$ cat config.mk
export PLATFORM = sky130hd
export DESIGN_NAME = module_ex_mem_stage_flat
export DESIGN_NICKNAME = d
export VERILOG_FILES = /design/src/rtl/module_ex_mem_stage_pkg.sv /design/src/rtl/module_ex_mem_stage_if.sv /design/src/rtl/module_ex_mem_stage_zero.sv /design/src/rtl/module_ex_mem_stage.sv /design/src/flat_wrapper.sv
export SDC_FILE = /design/constraint.sdc
export NUM_CORES = 1
export LEC_CHECK = 0
export BUFFER_PORTS_ARGS = -buffer_cell sky130_fd_sc_hd__buf_2
export CAP_MARGIN = 20
export CORE_UTILIZATION = 35
export DETAILED_ROUTE_END_ITERATION = 8
export GPL_ROUTABILITY_DRIVEN = 0
export PLACE_DENSITY = 0.71
export REMOVE_ABC_BUFFERS = 1
export SLEW_MARGIN = 30
export SYNTH_ARGS = -nofsm -noshare
export SYNTH_HDL_FRONTEND = slang
export SYNTH_SLANG_ARGS = --single-unit
$ cat constraint.sdc
create_clock -name clk -period 1.7 [get_ports clk]
set_input_delay 0.085 -clock clk [delete_from_list [all_inputs] [get_ports clk]]
set_output_delay 0.085 -clock clk [all_outputs]
set_load 0.01 [all_outputs]
$ cat src/rtl/module_ex_mem_stage_pkg.sv
// Shared definitions for the EX/MEM pipeline register.
// Contents: default datapath/register-address widths, control-bit indices,
// and the stage state encoding.
package module_ex_mem_stage_pkg;

  localparam int unsigned DEF_WIDTH = 32;
  localparam int unsigned DEF_RADDR = 5;
  localparam int unsigned CTL_W     = 4;

  // Bit positions inside ctl = {regwrite, memread, memwrite, memtoreg}
  localparam int unsigned CTL_REGWRITE = 3;
  localparam int unsigned CTL_MEMREAD  = 2;
  localparam int unsigned CTL_MEMWRITE = 1;
  localparam int unsigned CTL_MEMTOREG = 0;

  typedef enum logic [1:0] {
    EMPTY = 2'd0,
    FULL  = 2'd1,
    TRAP  = 2'd2
  } state_t;

endpackage

$ cat src/rtl/module_ex_mem_stage_if.sv
// EX/MEM stage bus: EX-side handshake and payload, MEM-side handshake and
// registered payload, and the overflow-exception signals.
// Modports:
//   master - the surrounding pipeline (drives EX payload, out_ready, flush, exc_ack)
//   slave  - the EX/MEM stage itself
interface module_ex_mem_stage_if #(
  parameter int unsigned WIDTH = module_ex_mem_stage_pkg::DEF_WIDTH,
  parameter int unsigned RADDR = module_ex_mem_stage_pkg::DEF_RADDR
) ();

  // EX side
  logic             in_valid;
  logic             in_ready;
  logic [WIDTH-1:0] alu_result;
  logic             alu_v;
  logic             ovf_check;
  logic [WIDTH-1:0] store_data;
  logic [RADDR-1:0] rd_in;
  logic [WIDTH-1:0] pc_in;
  logic [3:0]       ctl_in;
  logic             flush;

  // MEM side
  logic             out_valid;
  logic             out_ready;
  logic [WIDTH-1:0] result_q;
  logic             zero_q;
  logic [WIDTH-1:0] store_q;
  logic [RADDR-1:0] rd_q;
  logic [3:0]       ctl_q;

  // Exception
  logic             exc_ovf;
  logic [WIDTH-1:0] epc_q;
  logic             exc_pending;
  logic             exc_ack;

  modport master (
    output in_valid, alu_result, alu_v, ovf_check, store_data, rd_in, pc_in,
           ctl_in, flush, out_ready, exc_ack,
    input  in_ready, out_valid, result_q, zero_q, store_q, rd_q, ctl_q,
           exc_ovf, epc_q, exc_pending
  );

  modport slave (
    input  in_valid, alu_result, alu_v, ovf_check, store_data, rd_in, pc_in,
           ctl_in, flush, out_ready, exc_ack,
    output in_ready, out_valid, result_q, zero_q, store_q, rd_q, ctl_q,
           exc_ovf, epc_q, exc_pending
  );

endinterface

$ cat src/rtl/module_ex_mem_stage_zero.sv
// Zero detect: WIDTH-input NOR reduction of the ALU result bus.
// Ports: data_i (WIDTH) in, zero_o out (combinational, 1 when data_i == 0).
module module_zero_detect #(
  parameter int unsigned WIDTH = 32
) (
  input  logic [WIDTH-1:0] data_i,
  output logic             zero_o
);

  assign zero_o = ~|data_i;

endmodule

$ cat src/rtl/module_ex_mem_stage.sv
// EX/MEM pipeline register behind the 32-bit ripple ALU.
// Captures ALU result, derived zero flag, store data, destination and control
// on a valid/ready accept; supports stall, drain and flush. With OVF_TRAP_EN
// defined, an accepted signed add/sub whose MSB slice overflowed has its
// regwrite/memwrite squashed, records its PC in epc_q, pulses exc_ovf and
// blocks further accepts until exc_ack.
// Ports: clk, rst_n (synchronous, active-low), bus (module_ex_mem_stage_if.slave).
// Build option: OVF_TRAP_EN.
module module_ex_mem_stage
  import module_ex_mem_stage_pkg::*;
#(
  parameter int unsigned WIDTH = DEF_WIDTH,
  parameter int unsigned RADDR = DEF_RADDR
) (
  input  logic                  clk,
  input  logic                  rst_n,
  module_ex_mem_stage_if.slave  bus
);

  state_t             state_q, state_d;
  logic               out_valid_q, out_valid_d;
  logic [WIDTH-1:0]   result_q, result_d;
  logic               zero_q, zero_d;
  logic [WIDTH-1:0]   store_q, store_d;
  logic [RADDR-1:0]   rd_q, rd_d;
  logic [CTL_W-1:0]   ctl_q, ctl_d;
  logic               exc_ovf_q, exc_ovf_d;
  logic [WIDTH-1:0]   epc_q, epc_d;

  logic alu_zero_c;
  logic ovf_hit_c;
  logic exc_ack_c;
  logic trap_c;
  logic in_ready_c;
  logic accept_c;
  logic drain_c;

  module_zero_detect #(.WIDTH(WIDTH)) u_zero (
    .data_i (bus.alu_result),
    .zero_o (alu_zero_c)
  );

`ifdef OVF_TRAP_EN
  assign ovf_hit_c = bus.ovf_check & bus.alu_v;
  assign exc_ack_c = bus.exc_ack;
  assign trap_c    = (state_q == TRAP);
`else
  // Overflow inputs have no effect in this build.
  logic unused_ok;
  assign unused_ok = ^{bus.ovf_check, bus.alu_v, bus.exc_ack};
  assign ovf_hit_c = 1'b0;
  assign exc_ack_c = 1'b0;
  assign trap_c    = 1'b0;
`endif

  // A pending exception blocks new accepts; otherwise full throughput.
  assign in_ready_c = !trap_c && (!out_valid_q || bus.out_ready);
  assign accept_c   = bus.in_valid && in_ready_c && !bus.flush;
  assign drain_c    = out_valid_q && bus.out_ready;

  // State register and payload registers
  always_ff @(posedge clk) begin
    if (!rst_n) begin
      state_q     <= EMPTY;
      out_valid_q <= 1'b0;
      result_q    <= '0;
      zero_q      <= 1'b0;
      store_q     <= '0;
      rd_q        <= '0;
      ctl_q       <= '0;
      exc_ovf_q   <= 1'b0;
      epc_q       <= '0;
    end else begin
      state_q     <= state_d;
      out_valid_q <= out_valid_d;
      result_q    <= result_d;
      zero_q      <= zero_d;
      store_q     <= store_d;
      rd_q        <= rd_d;
      ctl_q       <= ctl_d;
      exc_ovf_q   <= exc_ovf_d;
      epc_q       <= epc_d;
    end
  end

  // Next-state and payload update
  always_comb begin
    state_d     = state_q;
    out_valid_d = out_valid_q;
    result_d    = result_q;
    zero_d      = zero_q;
    store_d     = store_q;
    rd_d        = rd_q;
    ctl_d       = ctl_q;
    exc_ovf_d   = 1'b0;
    epc_d       = epc_q;

    if (accept_c) begin
      out_valid_d = 1'b1;
      result_d    = bus.alu_result;
      zero_d      = alu_zero_c;
      store_d     = bus.store_data;
      rd_d        = bus.rd_in;
      ctl_d       = bus.ctl_in;
      if (ovf_hit_c) begin
        // Faulting instruction must not update architectural state.
        ctl_d[CTL_REGWRITE] = 1'b0;
        ctl_d[CTL_MEMWRITE] = 1'b0;
        epc_d               = bus.pc_in;
        exc_ovf_d           = 1'b1;
      end
    end else if (drain_c) begin
      out_valid_d = 1'b0;
    end

    // Flush kills both the held entry and any entry arriving this cycle.
    if (bus.flush) begin
      out_valid_d = 1'b0;
    end

    case (state_q)
      EMPTY, FULL: state_d = out_valid_d ? FULL : EMPTY;
      TRAP:        if (exc_ack_c) state_d = out_valid_d ? FULL : EMPTY;
      default:     state_d = EMPTY;
    endcase

    if (accept_c && ovf_hit_c) begin
      state_d = TRAP;
    end
  end

  assign bus.in_ready    = in_ready_c;
  assign bus.out_valid   = out_valid_q;
  assign bus.result_q    = result_q;
  assign bus.zero_q      = zero_q;
  assign bus.store_q     = store_q;
  assign bus.rd_q        = rd_q;
  assign bus.ctl_q       = ctl_q;
  assign bus.exc_ovf     = exc_ovf_q;
  assign bus.epc_q       = epc_q;
  assign bus.exc_pending = trap_c;

endmodule

$ cat src/flat_wrapper.sv
// flat-port wrapper written by rule: the top's interface ports become plain ports
module module_ex_mem_stage_flat import module_ex_mem_stage_pkg::*;
#(
  parameter int unsigned WIDTH = DEF_WIDTH,
  parameter int unsigned RADDR = DEF_RADDR
)
  (clk, rst_n, bus_in_valid, bus_alu_result, bus_alu_v, bus_ovf_check, bus_store_data, bus_rd_in, bus_pc_in, bus_ctl_in, bus_flush, bus_out_ready, bus_exc_ack, bus_in_ready, bus_out_valid, bus_result_q, bus_zero_q, bus_store_q, bus_rd_q, bus_ctl_q, bus_exc_ovf, bus_epc_q, bus_exc_pending);
  module_ex_mem_stage_if #(.WIDTH(WIDTH), .RADDR(RADDR)) bus_i ();
  input  logic clk;
  input  logic rst_n;
  input wire logic [$bits(bus_i.in_valid)-1:0] bus_in_valid;
  input wire logic [$bits(bus_i.alu_result)-1:0] bus_alu_result;
  input wire logic [$bits(bus_i.alu_v)-1:0] bus_alu_v;
  input wire logic [$bits(bus_i.ovf_check)-1:0] bus_ovf_check;
  input wire logic [$bits(bus_i.store_data)-1:0] bus_store_data;
  input wire logic [$bits(bus_i.rd_in)-1:0] bus_rd_in;
  input wire logic [$bits(bus_i.pc_in)-1:0] bus_pc_in;
  input wire logic [$bits(bus_i.ctl_in)-1:0] bus_ctl_in;
  input wire logic [$bits(bus_i.flush)-1:0] bus_flush;
  input wire logic [$bits(bus_i.out_ready)-1:0] bus_out_ready;
  input wire logic [$bits(bus_i.exc_ack)-1:0] bus_exc_ack;
  output wire logic [$bits(bus_i.in_ready)-1:0] bus_in_ready;
  output wire logic [$bits(bus_i.out_valid)-1:0] bus_out_valid;
  output wire logic [$bits(bus_i.result_q)-1:0] bus_result_q;
  output wire logic [$bits(bus_i.zero_q)-1:0] bus_zero_q;
  output wire logic [$bits(bus_i.store_q)-1:0] bus_store_q;
  output wire logic [$bits(bus_i.rd_q)-1:0] bus_rd_q;
  output wire logic [$bits(bus_i.ctl_q)-1:0] bus_ctl_q;
  output wire logic [$bits(bus_i.exc_ovf)-1:0] bus_exc_ovf;
  output wire logic [$bits(bus_i.epc_q)-1:0] bus_epc_q;
  output wire logic [$bits(bus_i.exc_pending)-1:0] bus_exc_pending;
  assign bus_i.in_valid = bus_in_valid;
  assign bus_i.alu_result = bus_alu_result;
  assign bus_i.alu_v = bus_alu_v;
  assign bus_i.ovf_check = bus_ovf_check;
  assign bus_i.store_data = bus_store_data;
  assign bus_i.rd_in = bus_rd_in;
  assign bus_i.pc_in = bus_pc_in;
  assign bus_i.ctl_in = bus_ctl_in;
  assign bus_i.flush = bus_flush;
  assign bus_i.out_ready = bus_out_ready;
  assign bus_i.exc_ack = bus_exc_ack;
  assign bus_in_ready = bus_i.in_ready;
  assign bus_out_valid = bus_i.out_valid;
  assign bus_result_q = bus_i.result_q;
  assign bus_zero_q = bus_i.zero_q;
  assign bus_store_q = bus_i.store_q;
  assign bus_rd_q = bus_i.rd_q;
  assign bus_ctl_q = bus_i.ctl_q;
  assign bus_exc_ovf = bus_i.exc_ovf;
  assign bus_epc_q = bus_i.epc_q;
  assign bus_exc_pending = bus_i.exc_pending;
  module_ex_mem_stage #(.WIDTH(WIDTH), .RADDR(RADDR)) u_core (.clk(clk), .rst_n(rst_n), .bus(bus_i));
endmodule
# Word-level counts from Yosys, hierarchy flattened
# Cells that the tools add are included.
dict set report totals {
  input_bits 113
  output_inout_bits 110
  word_cells 19
  ff_bits 75
}
dict set report classes {
  n_bitwise 1
  n_mux 2
  n_reduce_logical 10
}
# op n
set ops {}
lappend ops {{OR reduction 32 bit} 1}
lappend ops {{logical AND 1 bit} 3}
lappend ops {{zero test 1 bit} 3}
lappend ops {{two-way mux 1 bit} 2}
lappend ops {{nonzero test 2 bit} 1}
lappend ops {{OR reduction 2 bit} 1}
lappend ops {{logical OR 1 bit} 1}
lappend ops {{inverter 1 bit} 1}

# Depth between registers and ports, before layout
# Gate-level depths: netlist of run 1.
dict set report logic_depth {
  depth_word 5
  depth_mapped 7
  depth_no_buf 5
}

# Hierarchy
# Synthesis of run 1 repeated with hierarchy kept, for this count alone.
dict set report unflattened {
  cells_unflattened 373
  area_unflattened_um2 3390.8
}
# mod seq_area_each_um2 cells_each n_inst area_each_um2
set modules_own_cells {}
lappend modules_own_cells {module_ex_mem_stage 1501.4 362 1 3318.2}
lappend modules_own_cells {module_zero_detect 0.0 11 1 72.6}

# Least setup slack after synthesis of run 1
# No wires, ideal clock.
dict set report synth_timing {
  path_type {reg2reg}
  start {register u_core.out_valid_q, in the netlist u_core.bus.out_valid}
  end {register u_core.ctl_q[0], in the netlist u_core.bus.ctl_q[0]}
  setup_time_ns 0.076
  stages_incl_launch_ff 8
  synth_period_minus_slack_ns 1.375
  t_required_ns 1.624
  n_path_buf 2
  path_slack_ns 0.325
  arrival_time_ns 1.300
  path_cell_list {dfxtp_1 > nor2b_1 > inv_1 > nand3b_1 > buf_2 > buf_2 > nand2_1 > a21boi_0}
}
dict set report synth_via {
  elab_chain_len 4
}
# item line
set synth_rtl {}
lappend synth_rtl {{from (decl)} module_ex_mem_stage.sv:21} ;# logic out_valid_q, out_valid_d;
lappend synth_rtl {{from (signal assigned)} module_ex_mem_stage.sv:75} ;# out_valid_q <= out_valid_d;
lappend synth_rtl {{zero test 1 bit} module_ex_mem_stage.sv:57} ;# assign in_ready_c = !trap_c && (!out_valid_q || bus.out_ready);
lappend synth_rtl {{logical OR 1 bit} module_ex_mem_stage.sv:57}
lappend synth_rtl {{named net bus_in_ready} flat_wrapper.sv:22} ;# output wire logic [$bits(bus_i.in_ready)-1:0] bus_in_ready;
lappend synth_rtl {{logical AND 1 bit (2 in a row)} module_ex_mem_stage.sv:58} ;# assign accept_c = bus.in_valid && in_ready_c && !bus.flush;
lappend synth_rtl {{to (signal assigned)} module_ex_mem_stage.sv:80} ;# ctl_q <= ctl_d;
lappend synth_rtl {{to (decl)} module_ex_mem_stage.sv:26} ;# logic [CTL_W-1:0] ctl_q, ctl_d;
# The timed path passes the listed nets, and every way through them passes these cells.
# A chain may end at the register's enable or synchronous reset.

# Worst setup path after layout of run 1
dict set report layout_timing {
  start {input port bus_alu_result[7]}
  end {register u_core.zero_q, in the netlist u_core.bus.zero_q}
}
dict set report layout_via {
  elab_chain_len 2
}
# item line
set layout_rtl {}
lappend layout_rtl {{from (decl)} flat_wrapper.sv:12} ;# input wire logic [$bits(bus_i.alu_result)-1:0] bus_alu_result;
lappend layout_rtl {{OR reduction 32 bit} module_ex_mem_stage_zero.sv:10} ;# assign zero_o = ~|data_i;
lappend layout_rtl {{zero test 1 bit} module_ex_mem_stage_zero.sv:10}
lappend layout_rtl {{to (signal assigned)} module_ex_mem_stage.sv:77} ;# zero_q <= zero_d;
lappend layout_rtl {{to (decl)} module_ex_mem_stage.sv:23} ;# logic zero_q, zero_d;
# No other way between the ends.

==> results of run 1 <==
-- tightest hold or removal path, cell delays in order --
cell and delay, ps:
buf_2 110, nand2_1 50, a21boi_0 60
-- final timing paths --
check	end	startpoint	cells after the start	slack [ps]
max	u_core.bus.zero_q$_SDFFE_PN0P_	bus_alu_result[7]	5	6
min	u_core.bus.result_q[1]$_SDFFE_PN0P_	bus_alu_result[1]	3	20
max reg2reg	u_core.bus.result_q[9]$_SDFFE_PN0P_	u_core.bus.out_valid$_SDFFE_PP0P_	6	240
min reg2reg	u_core.bus.result_q[14]$_SDFFE_PN0P_	u_core.bus.result_q[14]$_SDFFE_PN0P_	2	450
-- cells in the final DEF, fill, tap and decap left out, types with 4 or more instances in the layout --
| master | synthesis | routed |
|---|---|---|
| dfxtp_1 | 75 | 75 |
| dlygate4sd3_1 | 0 | 63 |
| nand2_1 | 146 | 146 |
| a21boi_1 | 10 | 10 |
| a21boi_0 | 63 | 63 |
| nor4_1 | 5 | 5 |
| buf_12 | 0 | 4 |
| clkbuf_8 | 0 | 10 |
| buf_2 | 14 | 153 |
| conb_1 | 1 | 34 |
-- registers in the layout, indices dropped and copies added, names as in the netlist --
register and flops:
u_core.bus.rd_q 5, u_core.bus.out_valid 1, u_core.bus.zero_q 1, u_core.bus.result_q 32, u_core.bus.store_q 32, u_core.bus.ctl_q 4
-- power groups by stage --
stage,sequential (mW),combinational (mW),clock [mW]
floorplan,1.95,0.184,0
global placement,1.91,0.468,0
detailed placement,1.91,0.476,0
CTS,1.87,0.588,1.55
global route,1.89,0.661,1.62
finish,1.88,0.595,1.50
-- final cells by class --
| class | instances | area share (%) |
|---|---|---|
| inverter | 1 | 0.08009 |
| multi-input combinational | 271 | 28.75 |
| clock buffer | 12 | 3.097 |
| sequential | 75 | 32.03 |
| clock inverter | 4 | 1.575 |
| timing repair buffer | 221 | 31.66 |
| tap | 105 | 2.803 |
-- per-layer routing --
layer	track usage, %	wire length (um)
met1	17.91	3336
met2	34.23	4310
met3	4.897	605
met5	0	0
met4	8.582	173
-- timing repair --
item | CTS | global route
hold endpoints to repair | 63 | 0
resized for setup | 0 | 1
buffers inserted | 0 | 0
hold buffers | 63 | 0
setup endpoints to repair | 0 | 1
-- logic make-up after synthesis --
kind of cell	Yosys count	synth area share [%]
flip-flops	75	48.70
buffers and inverters	59	11.89
other	1	0.1216
AO/OA/AOI/OAI	74	17.94
AND/OR/NAND/NOR	163	21.35
-- through the flow --
step | instances | util, % | TNS [ps] | setup slack (ps)
6_report | 689 | 55.92 | 0 | 6.306
5_1_grt | 689 | 55.92 | -24.73 | -24.73
4_1_cts | 689 | 55.87 | 0 | 83.36
3_5_place_dp | 610 | 45.74 | 0 | 239.9
3_3_place_gp | 610 | 45.74 | 0 | 291.9
2_1_floorplan | 347 | - | -226950 | -3209
==> results.rst, run 1 <==
.. list-table::
   :header-rows: 1

   * - Metric
     - Value
   * - Vias per cell
     - 4.457
   * - Clock transition at the registers of the reported paths
     - 70 ps
   * - Proportion of layout cells with a drive suffix above 1
     - 29.79%
   * - CP cell instances
     - dlygate4sd3_1 -> buf_2 -> or4_1 -> or4_4 -> o21ai_1
   * - Type of origin of the critical path
     - primary input
   * - Total number of yosys warnings
     - 0
   * - Actual slew at the worst max-slew pin
     - 621.2 ps
   * - Share of the cycle needed by the critical path after routing
     - 99.63%
   * - Total die area
     - 9188 um2
   * - Number of antenna violations at the first check in global routing
     - 0
   * - WL final
     - 8425 um
   * - Highest achievable clock rate
     - 590.4 MHz
   * - Power share of the combinational group
     - 15.0%
   * - Routed wire length per instance
     - 12.23 um
   * - CTS tree
     - built
   * - Net switching share of the total power
     - 24.25%
   * - Clk Tree Root Cell
     - clkbuf_8
   * - GRT Overall Usage
     - 17.98%
   * - Largest stage delay on the critical path
     - 550 ps
   * - Boundary Pins
     - 223
   * - Top cells by area in the synthesized netlist
     - dfxtp_1 49%, nand2_1 18%, a21boi_0 15%
   * - Diodes inserted
     - 0
   * - Clk sink count
     - 75
   * - Total of fill cells in the finished design
     - 734
   * - Count of TritonRoute iterations in the first routing pass
     - 4
   * - Required time reported for the critical path endpoint
     - 1960 ps
   * - Minimum period implied by the final worst setup slack
     - 1694 ps
   * - First-pass GRT wire length
     - 12740 um
   * - Syn Std Cell Area
     - 3083 um2
   * - Seq/Total Area, Yosys
     - 48.70%
   * - Max H-tree Level
     - 3
   * - Total Power Consumption
     - 3.970 mW
   * - Internal Power
     - 3.007 mW
   * - Setup-violating endpoint count in the final report
     - 0
   * - Vias in the first global route
     - 2923
   * - Final instance area
     - 4687 um2
   * - Area leader, netlist
     - dfxtp_1
   * - Count of state elements after synthesis
     - 75
   * - TritonCTS Buffers
     - 9
   * - Number of slew-limit violations in the final report
     - 0
   * - Sequential cell area
     - 1501 um2
   * - Cell area power density
     - 846.9 nW/um2
   * - Placed Area
     - 3834 um2
   * - Height of the die
     - 95.86 um
   * - Number of distinct library cells after synthesis
     - 20
   * - Area growth from synthesis to layout
     - 52.03%
   * - Total count of hold-check failures in the final report
     - 0
   * - Nets
     - 692
   * - Predominant post-synthesis flop cell
     - dfxtp_1
   * - Number of flops mapped to enable cells by yosys
     - 0
   * - Largest driver fanout on the critical path
     - 2
   * - LEAKAGE
     - 2.170 nW
   * - Maximum capacitance violations
     - 0
   * - Multi-input gate area in the final layout
     - 1348 um2
   * - HP Class
     - primary input to register
   * - Worst path arrival time
     - 1960 ps
   * - Worst skew pair latency
     - 330 ps
   * - Total grt overflow
     - 0
   * - Maximum number of pins on one net before global-route repair
     - 76
   * - Mean area per synthesized cell
     - 8.288 um2
   * - Crit path max-delay family
     - simple AND/OR/NAND/NOR gates
   * - Core region area
     - 8382 um2
   * - Outcome
     - completed
   * - Residual DRC count
     - 0
   * - Initial drt markers
     - 78
   * - Category of the most critical setup path
     - primary input to register
   * - Most frequently used cell type in the post-synthesis netlist
     - nand2_1
   * - Part of the total power dissipated in sequential elements
     - 47.2%
   * - Via count
     - 3071
   * - Commonest cells post-synth
     - 146 x nand2_1, 75 x dfxtp_1, 63 x a21boi_0
   * - Minimum hold slack
     - 20.75 ps
   * - X dimension of the die
     - 95.86 um
   * - CP max-delay cell
     - dlygate4sd3_1
   * - Power share of the clock group
     - 37.8%
   * - Switch Pwr
     - 0.9626 mW
   * - Peak ir drop on the vdd network
     - 0.3720 mV
   * - Initial standard-cell utilization of the core
     - 36.78%
   * - Deepest clock path buffer count
     - 2
   * - Crit path capture type
     - register
   * - Worst setup skew after layout
     - 8.703 ps
   * - Input/output buffers
     - 153
   * - Crit path buffers/inverters
     - 2
   * - Async S/R FF share, synth
     - 0%
   * - Site row count
     - 33
   * - Worst-case headroom to the max-slew limit
     - 58.59%
   * - Number of nets with antenna violations after routing
     - 0
   * - Synth Instances
     - 372
   * - Final HPWL DP
     - 5134 um
   * - Fraction of synthesized cell area taken by the top area cell type
     - 48.70%
No activity file was read; power rests on OpenSTA's default activity.
==> run 2: changes to the inputs <==
==> constraint.sdc (replaced) <==
create_clock -name clk -period 1.7 [get_ports clk]
set_input_delay 0 -clock clk [delete_from_list [all_inputs] [get_ports clk]]
set_output_delay 0 -clock clk [all_outputs]
set_load 0.01 [all_outputs]
==> run 2 against run 1 <==
Clock-buffer cell count decreased by 2. Combinational power increased by 3.5%. Register-to-register slack got worse by 40 ps. Cell area increased by 2.7%. Die area unchanged. Worst hold slack improved by 260 ps. Sequential cell count unchanged. Critical endpoint unchanged. Largest cell class is now buffers.
==> results.rst, run 2 (synthesis results as in run 1) <==
.. list-table::
   :header-rows: 1

   * - Metric
     - Value
   * - Outcome
     - completed
   * - Minimum period implied by the final worst setup slack
     - 1598 ps
   * - Fin worst setup slack
     - 102.1 ps
   * - Worst skew pair latency
     - 340 ps
   * - Clk Tree Root Cell
     - clkbuf_8
   * - Total die area
     - 9188 um2
   * - X dimension of the die
     - 95.86 um
   * - Cells resized by post-CTS repair
     - 0
   * - Final HPWL DP
     - 5033 um
   * - Total Power Consumption
     - 4.083 mW
   * - Total grt overflow
     - 0
   * - Destination of the worst hold path
     - u_core.bus.zero_q$_SDFFE_PN0P_
   * - Switch Pwr
     - 0.9615 mW
   * - Deepest clock path buffer count
     - 2
   * - Area growth from synthesis to layout
     - 56.17%
   * - Maximum capacitance violations
     - 0
   * - Minimum hold slack
     - 281.5 ps
   * - Hold_sp
     - rst_n
   * - Net switching share of the total power
     - 23.55%
   * - Power share of the clock group
     - 39.0%
   * - Reg-to-Reg End
     - u_core.bus.result_q[9]$_SDFFE_PN0P_
   * - Count of TritonRoute iterations in the first routing pass
     - 4
   * - Required time reported for the critical path endpoint
     - 1960 ps
   * - Worst-case headroom to the max-slew limit
     - 58.58%
   * - Worst reg2reg startpoint
     - u_core.bus.out_valid$_SDFFE_PP0P_
   * - Count of placed standard cells in the final layout, fillers left out
     - 700
   * - Type of origin of the critical path
     - primary input
   * - Height of the die
     - 95.86 um
   * - LEAKAGE
     - 2.223 nW
   * - Biggest registers after layout
     - u_core.bus.result_q x32, u_core.bus.store_q x32, u_core.bus.rd_q x5
   * - CTS hold repair buffers
     - 75
   * - Largest driver fanout on the critical path
     - 2
   * - Number of cells on the worst hold path
     - 5
   * - Core region area
     - 8382 um2
   * - Site row count
     - 33
   * - Share of the cycle needed by the critical path after routing
     - 94.00%
   * - Number of slew-limit violations in the final report
     - 0
   * - Power share of the combinational group
     - 15.1%
   * - TritonCTS Buffers
     - 9
   * - WL final
     - 8410 um
   * - Peak ir drop on the vdd network
     - 0.3669 mV
   * - Nets
     - 704
   * - Worst Reg-to-Reg Cells
     - 6
   * - Highest achievable clock rate
     - 625.8 MHz
   * - Setup-violating endpoint count in the final report
     - 0
   * - HP Class
     - primary input to register
   * - Internal Power
     - 3.121 mW
   * - Clock transition at the registers of the reported paths
     - 70 ps
   * - Worst setup skew after layout
     - 7.181 ps
   * - Category of the most critical setup path
     - primary input to register
   * - Residual DRC count
     - 0
   * - Clk sink count
     - 75
   * - Part of the total power dissipated in sequential elements
     - 45.9%
   * - Vias per cell
     - 4.450
   * - Slack of the worst reg-to-reg path
     - 200 ps
   * - Most frequent standard cell in the layout excluding fill and tap cells
     - buf_2
   * - Maximum number of pins on one net before global-route repair
     - 76
   * - Routed wire length per instance
     - 12.01 um
   * - Input/output buffers
     - 153
   * - Number of antenna violations at the first check in global routing
     - 0
   * - Cell area power density
     - 848.0 nW/um2
   * - Inst Count DP
     - 610
   * - Setup slack at placement
     - 221.1 ps
   * - Vias in the first global route
     - 2803
   * - Initial drt markers
     - 67
   * - RSZ-0062 raised after global routing
     - no
   * - Number of post-CTS setup repair buffers
     - 0
   * - First-pass GRT wire length
     - 12520 um
   * - Initial standard-cell utilization of the core
     - 36.78%
   * - CTS tree
     - built
   * - Actual slew at the worst max-slew pin
     - 621.3 ps
   * - Boundary Pins
     - 223
   * - Top library cells by usage in the layout, fill and taps aside
     - 153 x buf_2, 146 x nand2_1, 75 x dlygate4sd3_1, 75 x dfxtp_1, 63 x a21boi_0
   * - Diodes inserted
     - 0
   * - Number of nets with antenna violations after routing
     - 0
   * - Worst path arrival time
     - 1860 ps
   * - Max H-tree Level
     - 3
   * - GRT Overall Usage
     - 17.73%
   * - Via count
     - 3115
   * - Crit path capture type
     - register
   * - Total count of hold-check failures in the final report
     - 0
   * - Proportion of layout cells with a drive suffix above 1
     - 29.08%
## run 2: cell types whose count changed in the layout (fill, tap and decap cells not counted)
cell / delta
or4_1: +1
bufinv_16: +1
clkbuf_8: -1
dlygate4sd3_1: +12
clkinvlp_4: +1
clkbuf_1: -1
clkinv_4: -1
or4_4: -1
## run 2: layout make-up
cell class / count / area (um2)
multi-input cells: 271 / 1344
inverters: 1 / 3.754
well taps: 105 / 131.4
flip-flops and latches: 75 / 1501
fillers: 686 / 3567
repair buffers: 233 / 1604
clock buffers: 10 / 127.6
clock inverters: 5 / 102.6
## run 2: layer usage
metal  track usage [%]  share of wire [%]  up-vias
met5                 0                  0        -
met4             7.463                1.4        0
met3             4.660                6.8       11
met2             32.68                 50      128
met1             19.02                 42     1407
li1                  -                  -     1569
## run 2: how the worst max path moves through the flow
stage                                               end  cells past startpoint                         startpoint
floorplan                u_core.bus.zero_q$_SDFFE_PN0P_                      4  u_core.bus.out_valid$_SDFFE_PP0P_
global placement    u_core.bus.store_q[28]$_SDFFE_PN0P_                      6  u_core.bus.out_valid$_SDFFE_PP0P_
detailed placement     u_core.bus.ctl_q[0]$_SDFFE_PN0P_                      6  u_core.bus.out_valid$_SDFFE_PP0P_
CTS                      u_core.bus.zero_q$_SDFFE_PN0P_                      5                  bus_alu_result[7]
global route           u_core.bus.ctl_q[0]$_SDFFE_PN0P_                      6  u_core.bus.out_valid$_SDFFE_PP0P_
finish                   u_core.bus.zero_q$_SDFFE_PN0P_                      6                  bus_alu_result[2]
## run 2: per-stage QoR
step	utilization, %	setup TNS, ps	instance area (um2)
3_3_place_gp	45.74	0	3834
4_1_cts	57.44	0	4815
6_report	57.44	0	4815
2_1_floorplan	-	-226950	2844
5_1_grt	57.44	0	4815
3_5_place_dp	45.74	0	3834
## run 2: power groups by stage
stage	Clock [mW]	Combinational, mW	Sequential, mW
global placement	0	0.468	1.91
CTS	1.64	0.607	1.87
finish	1.59	0.616	1.88
global route	1.73	0.682	1.88
detailed placement	0	0.474	1.92
floorplan	0	0.184	1.95
## run 2: worst max-delay path, stage by stage
cell	delay [ps]
dlygate4sd3_1	540
buf_2	140
nor4_1	380
nand4_1	200
or4_1	470
o21ai_1	130
==> run 3: changes to the inputs <==
--- a/config.mk
+++ b/config.mk
@@ -7,11 +7,13 @@
 export LEC_CHECK = 0
 export BUFFER_PORTS_ARGS = -buffer_cell sky130_fd_sc_hd__buf_2
 export CAP_MARGIN = 20
+export CORE_MARGIN = 3
 export CORE_UTILIZATION = 35
 export DETAILED_ROUTE_END_ITERATION = 8
 export GPL_ROUTABILITY_DRIVEN = 0
 export PLACE_DENSITY = 0.71
 export REMOVE_ABC_BUFFERS = 1
+export SETUP_SLACK_MARGIN = 0.4
 export SLEW_MARGIN = 30
 export SYNTH_ARGS = -nofsm -noshare
 export SYNTH_HDL_FRONTEND = slang
==> run 3 against run 2 <==
The flow now finishes with violations (hold timing). Critical endpoint is now u_core.bus.store_q[27]$_SDFFE_PN0P_. Sequential power is essentially flat. Combinational power grew 19%. Power shrank 3.2%. First-iteration DRC count grew 64%. Die area grew 8.5%. Register-to-register slack gained 130 ps. Largest power group unchanged. Sequential cell count is the same. Fmax grew 16%. Via count grew 4.9%. Routed wire length grew 21%.
==> results.rst, run 3 (synthesis results as in run 1) <==
.. list-table::
   :header-rows: 1

   * - Metric
     - Value
   * - Final HPWL DP
     - 5427 um
   * - Crit path max-delay family
     - simple AND/OR/NAND/NOR gates
   * - Inst Count DP
     - 610
   * - Top library cells by usage in the layout, fill and taps aside
     - 153 x buf_2, 144 x nand2_1, 75 x dlygate4sd3_1
   * - Biggest registers after layout
     - u_core.bus.result_q x32, u_core.bus.store_q x32, u_core.bus.rd_q x5
   * - Peak ir drop on the vdd network
     - 0.4312 mV
   * - Share of the cycle needed by the critical path after routing
     - 80.72%
   * - Crit path capture type
     - register
   * - Maximum capacitance violations
     - 0
   * - Multi-input gate area in the final layout
     - 1379 um2
   * - Worst Reg-to-Reg Cells
     - 6
   * - Total die area
     - 9971 um2
   * - Minimum hold slack
     - -24.47 ps
   * - Proportion of layout cells with a drive suffix above 1
     - 31.97%
   * - Deepest clock path buffer count
     - 2
   * - Count of TritonRoute iterations in the first routing pass
     - 4
   * - Core region area
     - 8382 um2
   * - Levels on crit path
     - 6
   * - Worst-case headroom to the max-slew limit
     - 58.22%
   * - Category of the most critical setup path
     - register to register
   * - Total Power Consumption
     - 3.952 mW
   * - Max H-tree Level
     - 3
   * - Number of slew-limit violations in the final report
     - 0
   * - Height of the die
     - 99.86 um
   * - Diodes inserted
     - 0
   * - CTS hold repair buffers
     - 75
   * - CP cell instances
     - nor2b_4 -> nor3b_4 -> buf_6 -> clkbuf_16 -> nand2_1 -> a21boi_1
   * - Required time reported for the critical path endpoint
     - 1970 ps
   * - Minimum period implied by the final worst setup slack
     - 1372 ps
   * - RSZ-0062 raised after global routing
     - yes
   * - Routed wire length per instance
     - 14.23 um
   * - Number of cells on the worst hold path
     - 4
   * - Maximum number of pins on one net before global-route repair
     - 76
   * - Final instance area
     - 5095 um2
   * - Most frequent standard cell in the layout excluding fill and tap cells
     - buf_2
   * - LEAKAGE
     - 2.371 nW
   * - Cell area power density
     - 775.6 nW/um2
   * - Vias per cell
     - 4.571
   * - Violations in the final reports
     - hold timing
   * - Sequential cell area
     - 1503 um2
   * - Total of fill cells in the finished design
     - 713
   * - HP Class
     - primary input to register
   * - Boundary Pins
     - 223
   * - Initial drt markers
     - 110
   * - Number of antenna violations at the first check in global routing
     - 0
   * - Placed Area
     - 3834 um2
   * - Total count of hold-check failures in the final report
     - 1
   * - Setup-violating endpoint count in the final report
     - 0
   * - Clock transition at the registers of the reported paths
     - 90 ps
   * - Crit path buffers/inverters
     - 2
   * - X dimension of the die
     - 99.86 um
   * - Worst setup skew after layout
     - 8.161 ps
   * - TritonCTS Buffers
     - 9
   * - Area growth from synthesis to layout
     - 65.26%
   * - Worst path arrival time
     - 1650 ps
   * - CTS tree
     - built
   * - Actual slew at the worst max-slew pin
     - 626.7 ps
   * - Number of nets with antenna violations after routing
     - 0
   * - CP max-delay cell
     - dfxtp_2
   * - First-pass GRT wire length
     - 14610 um
   * - Via count
     - 3268
   * - Outcome
     - complete, but fails checks
   * - GRT Overall Usage
     - 18.21%
   * - Type of origin of the critical path
     - register
   * - Largest stage delay on the critical path
     - 320 ps
   * - Worst skew pair latency
     - 340 ps
   * - Input/output buffers
     - 153
   * - Count of placed standard cells in the final layout, fillers left out
     - 715
   * - Nets
     - 718
   * - Site row count
     - 33
   * - Initial standard-cell utilization of the core
     - 36.78%
   * - Highest achievable clock rate
     - 728.7 MHz
   * - Residual DRC count
     - 0
   * - Vias in the first global route
     - 3095
   * - Total grt overflow
     - 0
   * - Setup slack at placement
     - 273.6 ps
   * - Fin worst setup slack
     - 327.7 ps
   * - Largest driver fanout on the critical path
     - 16
   * - Slack of the worst reg-to-reg path
     - 330 ps
   * - WL final
     - 10170 um
   * - Clk sink count
     - 75
   * - Clk Tree Root Cell
     - clkbuf_8
[run 3: final cells by class]
cell class,count,share of cell area [%]
Clock inverter,6,1.302
Multi-Input combinational cell,271,27.06
Tap cell,105,2.579
Sequential cell,75,29.49
Clock buffer,10,2.505
Inverter,1,0.07367
Timing Repair Buffer,247,36.98
[run 3: metal layers]
metal	up-vias	global-route usage [%]	share of wire [%]
met5	-	0	0
met4	0	5.777	1.6
met3	16	5.629	8.6
met2	142	32.79	51
met1	1506	20.41	38
li1	1604	-	-
[run 3: tightest hold or removal path, stage by stage]
cell     delay (ps)
buf_2           100
nor2b_4          50
nor2_1           80
nor3b_1          50
[run 3: timing repair]
item | CTS | global route
endpoints found under the setup margin | 74 | 74
resized for setup | 9 | 51
pin swaps | 1 | 18
setup buffers | 3 | 2
endpoints found under the hold margin | 75 | 1
gates cloned | 2 | 7
[run 3: where the power goes]
| part | internal (mW) | total (mW) | switching, mW | leakage [nW] |
|---|---|---|---|---|
| logic | 0.394 | 0.734 | 0.340 | 1.67 |
| clock network | 0.678 | 1.34 | 0.664 | 0.0885 |
| registers | 1.84 | 1.88 | 0.0389 | 0.613 |
| total | 2.91 | 3.95 | 1.04 | 2.37 |
[run 3: path summary, 6_finish.rpt]
kind                                                           from                                   to
worst max-delay path              u_core.bus.out_valid$_SDFFE_PP0P_  u_core.bus.store_q[27]$_SDFFE_PN0P_
worst min-delay path                                  bus_out_ready    u_core.bus.out_valid$_SDFFE_PP0P_
worst max register to register    u_core.bus.out_valid$_SDFFE_PP0P_  u_core.bus.store_q[27]$_SDFFE_PN0P_
worst min register to register  u_core.bus.store_q[21]$_SDFFE_PN0P_  u_core.bus.store_q[21]$_SDFFE_PN0P_
[run 3: stage by stage]
step / TNS [ps] / hold slack [ps] / utilization, %
after detailed placement: 0 / 205.1 / 45.74
after global placement: 0 / 199.3 / 45.74
final: 0 / -24.47 / 60.79
after floorplan: -226950 / 76.15 / -
after CTS: 0 / -55.86 / 58.46
after global routing: 0 / -22.41 / 60.79
